$ cat src/rtl/sample_reader.sv
// UART dump of the sample memory: one header byte, then DEPTH samples in address
// order, 8N1 LSB first, under the activate/done level handshake.
module sample_reader #(
   parameter int          CLKS_PER_BIT = 434,
   parameter int          ADDR_WIDTH   = 8,
   parameter int          DEPTH        = 256,
   parameter logic [7:0]  HEADER       = 8'hA5
) (
   input  logic                  clk_50mhz,
   input  logic                  reset,
   input  logic                  activate,
   output logic                  done,
   output logic                  busy,
   output logic [ADDR_WIDTH-1:0] mem_addr,
   output logic                  mem_oe,
   input  logic [7:0]            mem_data,
   output logic                  txd
);

   localparam int TW = (CLKS_PER_BIT > 1) ? $clog2(CLKS_PER_BIT) : 1;
   localparam logic [TW-1:0]         T_LAST = TW'(CLKS_PER_BIT - 1);
   localparam logic [ADDR_WIDTH-1:0] A_LAST = ADDR_WIDTH'(DEPTH - 1);

   typedef enum logic [2:0] {IDLE, FETCH, LATCH, START, DATA, STOP, FIN} state_t;

   state_t                state;
   logic [TW-1:0]         timer;
   logic [2:0]            bit_idx;
   logic [ADDR_WIDTH-1:0] addr;
   logic [7:0]            shreg;
   logic                  hdr;
   logic                  abort;
   logic                  bit_end;

   assign bit_end = (timer == T_LAST);

   always_ff @(posedge clk_50mhz) begin
      if (!reset) begin
         state    <= IDLE;
         timer    <= '0;
         bit_idx  <= '0;
         addr     <= '0;
         shreg    <= '0;
         hdr      <= 1'b0;
         abort    <= 1'b0;
         txd      <= 1'b1;
         done     <= 1'b0;
         busy     <= 1'b0;
         mem_oe   <= 1'b0;
         mem_addr <= '0;
      end else begin
         case (state)
            IDLE: begin
               txd    <= 1'b1;
               done   <= 1'b0;
               mem_oe <= 1'b0;
               // after an abort, activate must be seen low before another frame may start
               if (!activate) begin
                  abort <= 1'b0;
               end else if (!abort) begin
                  shreg <= HEADER;
                  hdr   <= 1'b1;
                  timer <= '0;
                  txd   <= 1'b0;
                  busy  <= 1'b1;
                  state <= START;
               end
            end
            FETCH: begin
               if (!activate) begin
                  abort  <= 1'b1;
                  busy   <= 1'b0;
                  mem_oe <= 1'b0;
                  state  <= IDLE;
               end else begin
                  state <= LATCH;
               end
            end
            LATCH: begin
               if (!activate) begin
                  abort  <= 1'b1;
                  busy   <= 1'b0;
                  mem_oe <= 1'b0;
                  state  <= IDLE;
               end else begin
                  shreg  <= mem_data;
                  mem_oe <= 1'b0;
                  timer  <= '0;
                  txd    <= 1'b0;
                  state  <= START;
               end
            end
            START: begin
               if (!activate) abort <= 1'b1;
               timer <= bit_end ? '0 : timer + 1'b1;
               if (bit_end) begin
                  bit_idx <= '0;
                  txd     <= shreg[0];
                  state   <= DATA;
               end
            end
            DATA: begin
               if (!activate) abort <= 1'b1;
               timer <= bit_end ? '0 : timer + 1'b1;
               if (bit_end) begin
                  if (bit_idx == 3'd7) begin
                     txd   <= 1'b1;
                     state <= STOP;
                  end else begin
                     bit_idx <= bit_idx + 1'b1;
                     shreg   <= {1'b0, shreg[7:1]};
                     txd     <= shreg[1];
                  end
               end
            end
            STOP: begin
               if (!activate) abort <= 1'b1;
               timer <= bit_end ? '0 : timer + 1'b1;
               if (bit_end) begin
                  if (abort || !activate) begin
                     abort <= 1'b1;
                     busy  <= 1'b0;
                     state <= IDLE;
                  end else if (hdr) begin
                     hdr      <= 1'b0;
                     addr     <= '0;
                     mem_addr <= '0;
                     mem_oe   <= 1'b1;
                     state    <= FETCH;
                  end else if (addr == A_LAST) begin
                     done  <= 1'b1;
                     busy  <= 1'b0;
                     state <= FIN;
                  end else begin
                     addr     <= addr + 1'b1;
                     mem_addr <= addr + 1'b1;
                     mem_oe   <= 1'b1;
                     state    <= FETCH;
                  end
               end
            end
            FIN: begin
               if (!activate) begin
                  done  <= 1'b0;
                  state <= IDLE;
               end
            end
            default: state <= IDLE;
         endcase
      end
   end

endmodule

$ cat config.mk
export PLATFORM = sky130hd
export DESIGN_NAME = sample_reader
export DESIGN_NICKNAME = d
export VERILOG_FILES = /design/src/rtl/sample_reader.sv
export SDC_FILE = /design/constraint.sdc
export NUM_CORES = 1
export LEC_CHECK = 0
export ABC_CLOCK_PERIOD_IN_PS = 1900
export BUFFER_PORTS_ARGS = -buffer_cell sky130_fd_sc_hd__buf_2
export CORE_MARGIN = 1.5
export CORE_UTILIZATION = 58
export DETAILED_ROUTE_END_ITERATION = 8
export PLACE_DENSITY = 0.82
export SLEW_MARGIN = 20
export SYNTH_ARGS = -nofsm -noshare
export SYNTH_HDL_FRONTEND = slang
export SYNTH_SLANG_ARGS = --single-unit
$ cat constraint.sdc
create_clock -name clk_50mhz -period 1.9 [get_ports clk_50mhz]
set_input_delay 0 -clock clk_50mhz [delete_from_list [all_inputs] [get_ports clk_50mhz]]
set_output_delay 0 -clock clk_50mhz [all_outputs]
set_load 0.01 [all_outputs]
Word level (Yosys, flattened, before mapping) --
Cells that the tools add are included.
Storage, ports and cells: register bits 37, bits of input ports 11, output and inout port bits 12, logic and storage cells 132
Cells by class: add/subtract/negate cells 3, equal/unequal tests 28, multiplexer cells 62, bitwise logic cells 1, reduce and logical (&&, ||, !) cells 27
Operators by type and width (count):
- 8-bit two-way mux | 7
- 3-bit two-way mux | 13
- 9-bit two-way mux | 4
- 2-bit inequality test, second input constant | 16
- 9-bit one-hot mux with 3 select lines | 1
- 1-bit two-way mux | 26
- 8-bit one-hot mux with 3 select lines | 1
- 3-bit one-hot mux with 7 select lines | 1
- 3-bit nonzero test | 6
- 4-bit AND reduction | 4
- 7-bit AND reduction | 2
- 3-bit equality test, second input constant | 4
- 1-bit one-hot mux with 3 select lines | 4
- 6-bit AND reduction | 2
- 5-bit AND reduction | 2
- 9-bit by 1-bit adder with 9-bit output, second input constant | 1
- 9-bit equality test, second input constant | 1
- 3-bit inequality test, second input constant | 3
- 8-bit by 1-bit adder with 8-bit output, second input constant | 1
- 8-bit equality test, second input constant | 1
- 3-bit by 2-bit equality test with 1-bit output, second input constant | 2
- 3-bit one-hot mux with 2 select lines | 1
- 2-bit two-way mux | 2
- 1-bit one-hot mux with 4 select lines | 1
- 13 further kinds | 15

Logic depth before layout (Yosys ltp) --
word-level depth 6, depth in mapped cells 8, mapped depth without buffers 7

Worst setup path before layout --
OpenSTA, ideal clock, no wires.
path kind register to register, start point register addr[0], end point register busy, library setup time 0.120 ns, arrival 1.576 ns, data required time 1.780 ns, slack 0.204 ns, stages on the path, launching flop included 7, buffers on the path 0, clock period less this slack 1.696 ns, cell sequence dfxtp_1 > ha_1 > nand3_1 > nor3_2 > o21ai_0 > o21ai_0 > a21boi_1
On the way: word-level cells in the longest chain between the ends 3
RTL lines:
- from (decl) | line 29 | logic [ADDR_WIDTH-1:0] addr;
- from (signal assigned) | line 135 | addr <= addr + 1'b1;
- 8-bit equality test | line 130 | end else if (addr == A_LAST) begin
- 3-bit inequality test (no source line)
- 7-bit AND reduction (no source line)
- to (signal assigned) | line 82 | busy <= 1'b0;
- to (signal assigned) | line 122 | busy <= 1'b0;
- to (signal assigned) | line 132 | busy <= 1'b0;
- to (decl) | line 13 | output logic busy,
No other way between the ends. A chain may end at the register's enable or synchronous reset.

Final worst setup path --
start point register timer[1], end point register shreg[2]
On the way: word-level cells in the longest chain between the ends 3
RTL lines:
- from (decl) | line 27 | logic [TW-1:0] timer;
- from (signal assigned) | line 95 | timer <= bit_end ? '0 : timer + 1'b1;
- from (signal assigned) | line 104 | timer <= bit_end ? '0 : timer + 1'b1;
- from (signal assigned) | line 118 | timer <= bit_end ? '0 : timer + 1'b1;
- 9-bit equality test | line 35 | assign bit_end = (timer == T_LAST);
- 2-bit inequality test (no source line)
- 6-bit AND reduction (no source line)
- to (signal assigned) | line 86 | shreg <= mem_data;
- to (signal assigned) | line 111 | shreg <= {1'b0, shreg[7:1]};
- to (decl) | line 30 | logic [7:0] shreg;
No other way between the ends.

==> parameters.txt <==
Parameter                              Value

GRT
  Global routing usage on met3    0.0556
  First-pass GRT wire length    8800 um
  Total track usage    0.260
  Final global-route overflow total    0
  Number of antenna violations at the first check in global routing    0
  Met1 track demand over resource    0.323
  Pin count of the biggest net entering global routing    23
  Vias in the first global route    1987
  Most Used Layer, Global Route    met2
  GRT met2 Usage    0.452

Layout
  P&R area growth vs syn    15.0%
  Util after Layout    0.698
  Count of fill cells added during filler insertion    291
  Final-stage net count    315
  Area used by multi-input combinational logic    0.00139 mm2
  Share of cells above drive strength 1    0.243
  Number of diodes    0
  Area taken by flip-flops and latches    742 um2

Job
  Max-cap check violation count    0

Synth
  Share of synthesized registers carrying an async set or reset    0
  Synth Flop Type    sky130_fd_sc_hd__dfxtp_1
  Number of instances in the synthesized netlist    265
  Dominant cell by count in the synthesized netlist    sky130_fd_sc_hd__dfxtp_1
  Area share of the largest cell type after synthesis    0.333
  Nets in the synthesized netlist    281
  Cell variety after synth    63
  Synth warn    0
  Synth Cell Area    0.00222 mm2
  Per-instance average area after synthesis    8.39 um2
  Sequential-to-total area share from yosys stat    0.333
  Synth cell count leaders    sky130_fd_sc_hd__dfxtp_1 (37), sky130_fd_sc_hd__nand2_1 (29), sky130_fd_sc_hd__nor2_1 (26)
  Post-synth EDFFs    0
  Post-synthesis register bit count    37
  Most area-hungry cell type in the Yosys netlist    sky130_fd_sc_hd__dfxtp_1
  Largest cells by area after synthesis    sky130_fd_sc_hd__dfxtp_1 (33%), sky130_fd_sc_hd__nand2_1 (4.9%), sky130_fd_sc_hd__nor2_1 (4.4%), sky130_fd_sc_hd__o211a_1 (3.2%), sky130_fd_sc_hd__o21ai_0 (2.9%)

Floorplanning
  Vertical extent of the die    64.9 um
  Number of placement rows    22
  Ports    23
  DIE AREA    0.00421 mm2
  Placeable core area    0.00366 mm2
  Die width    64.9 um
  Effective utilization at floorplan    0.607

Clock network
  CTS max path bufs    2
  CTS buffer count    5
  Number of clock sinks    37
  Depth of the CTS H-tree    2
  CTS root buffer    sky130_fd_sc_hd__clkbuf_8
  CTS clock-pin slew for the worst setup and hold paths    80 ps
  Clk Latency, worst-skew pair    290 ps
  TritonCTS clock tree    yes

Drt
  Post-Route WL    5040 um
  DRC    0
  Number of nets with antenna violations after detailed routing    0
  Iteration-0 DRC Markers    139
  Routed vias    2050
  Number of vias per cell    5.89
  Detail-routed net length per standard cell    14.5 um
  Number of search-and-repair iterations in the first detailed-routing pass    4

STA
  Endpoints failing setup    0
  Final setup skew    6.16 ps
  Final slew viol count    0
  Worst Max-Slew Pin Slew    472 ps
  Sum of negative setup slack    0 ps
  Number of endpoints with negative hold slack in the final report    0
  Period utilisation layout    0.956
  Min cycle time layout    1820 ps
  Worst slew margin relative to its limit    0.684
  RSZ-0062 raised after global routing    no
  Fmax achieved    0.551 GHz

Pwr
  Worst IR Drop VDD    0.728 mV
  Power per Cell Area    1000 mW/mm2
  LEAKAGE    1.06 nW

Setup path
  Arrival time at the worst endpoint    2010 ps
  Reg-to-reg critical path startpoint    timer[1]
  Crit. End Element    register
  Delay of the slowest cell on the worst path    350 ps
  Critical Path Start Type    register
  Critical path's slowest cell    sky130_fd_sc_hd__dfxtp_1
  Start-to-end type of the worst setup path    reg2reg
  Required time of the worst setup path    2090 ps
  Internal reg-to-reg setup slack    80 ps
  Endpoint of the worst register-to-register path    shreg[2]
  Max FO, Critical Path    7
  Worst r2r path cells    8
  Cell-by-cell listing of the critical path    inv_1, ha_1, and2b_2, nand3_4, o31ai_4, buf_4, o211ai_1, o211a_1

Worst hold path
  Worst hold path endpoint    shreg[6]
  Hold path start    mem_data[6]
  Class of the tightest hold or removal check    in2reg
  Hold Path Cell Cnt    4

Place
  Last weighted congestion value of the routability-driven placer    0.965
  HPWL after detailed placement    3580 um
  # port buffers    22

Run status
  Result of the run    finished, final reports clean
==> where the power goes <==
part / switching, W / leakage [nW] / internal, W
clock: 0.000281 / 0.0450 / 0.000254
sequential: 0.000130 / 0.302 / 0.000894
combinational: 0.000542 / 0.716 / 0.000467
total: 0.000953 / 1.06 / 0.00162
==> timing repair <==
action,in CTS,in global routing
setup endpoints to repair,0,24
setup buffers,0,3
resized for setup,0,6
hold buffers,0,0
==> area by class of cell <==
type / count / share of cell area
clock buffers: 6 / 0.0284
inverters: 3 / 0.00441
well taps: 48 / 0.0235
multi-input cells: 208 / 0.542
flip-flops and latches: 37 / 0.290
clock inverters: 2 / 0.00392
repair buffers: 44 / 0.108
==> worst max path at each step <==
stage / startpoint / end / slack [ps] / depth (start not counted)
after global routing: timer[1] / shreg[5] / 9 / 8
after global placement: addr[0] / busy / 80 / 7
final: timer[1] / shreg[2] / 80 / 8
after floorplan: addr[0] / busy / 200 / 6
after detailed placement: state[1] / shreg[0] / 50 / 5
after CTS: state[1] / shreg[0] / 50 / 5
==> layout by cell type, fill, tap and decap left out, types with 4 or more instances in the layout <==
master                     count
sky130_fd_sc_hd__o22ai_1       5
sky130_fd_sc_hd__buf_2        22
sky130_fd_sc_hd__nor4_1        4
sky130_fd_sc_hd__nor2b_1       6
sky130_fd_sc_hd__and3_1        4
sky130_fd_sc_hd__ha_1          5
sky130_fd_sc_hd__a21oi_1      10
sky130_fd_sc_hd__clkbuf_8      5
sky130_fd_sc_hd__xnor2_1       5
sky130_fd_sc_hd__o21ai_0      13
sky130_fd_sc_hd__mux2i_1       4
sky130_fd_sc_hd__dfxtp_1      36
sky130_fd_sc_hd__buf_4        22
sky130_fd_sc_hd__nor3_1        6
sky130_fd_sc_hd__nand2_1      29
sky130_fd_sc_hd__nand2b_1      4
sky130_fd_sc_hd__nand3_1      10
sky130_fd_sc_hd__nor2_1       26
sky130_fd_sc_hd__o211a_1       7
sky130_fd_sc_hd__a22oi_1       7
==> per-layer routing <==
metal  wire, um  up-vias
met4         38        0
met3        230        5
met5          0        -
met2       2460       49
li1           -     1032
met1       2310      964
==> worst max-delay path, delay by kind of cell (launching register included) <==
kind / cells / cell delay (ps)
buffers and inverters: 2 / 280
AO/OA/AOI/OAI: 3 / 580
adder cells (fa/ha/maj): 1 / 160
AND/OR/NAND/NOR: 2 / 340
flip-flops: 1 / 350
==> cells by family after synthesis <==
logic type / count (synthesis) / share of synthesized area
fa+ha+maj: 5 / 0.0282
flops: 37 / 0.333
mux: 6 / 0.0282
xor+xnor: 7 / 0.0276
buf+inv: 20 / 0.0524
compound gates: 71 / 0.233
simple gates: 119 / 0.297
==> stage by stage <==
stage | hold WS [ps] | power (W) | instances | area, um2 | setup slack [ps]
2_1_floorplan | 258 | 0.00172 | 265 | 2220 | 204
3_3_place_gp | 342 | 0.00198 | 337 | 2430 | 81.5
3_5_place_dp | 356 | 0.00201 | 337 | 2430 | 54.0
4_1_cts | 54.5 | 0.00255 | 345 | 2510 | 45.7
5_1_grt | 82.3 | 0.00274 | 348 | 2560 | 9.13
6_report | 56.2 | 0.00257 | 348 | 2560 | 83.5
==> registers in the layout, indices dropped and copies added (netlist names), 3 cells and up <==
| register | flops |
|---|---|
| addr | 8 |
| timer | 9 |
| shreg | 8 |
| state | 3 |
| bit_idx | 3 |
Note: power is estimated with default switching activity, not from simulation.
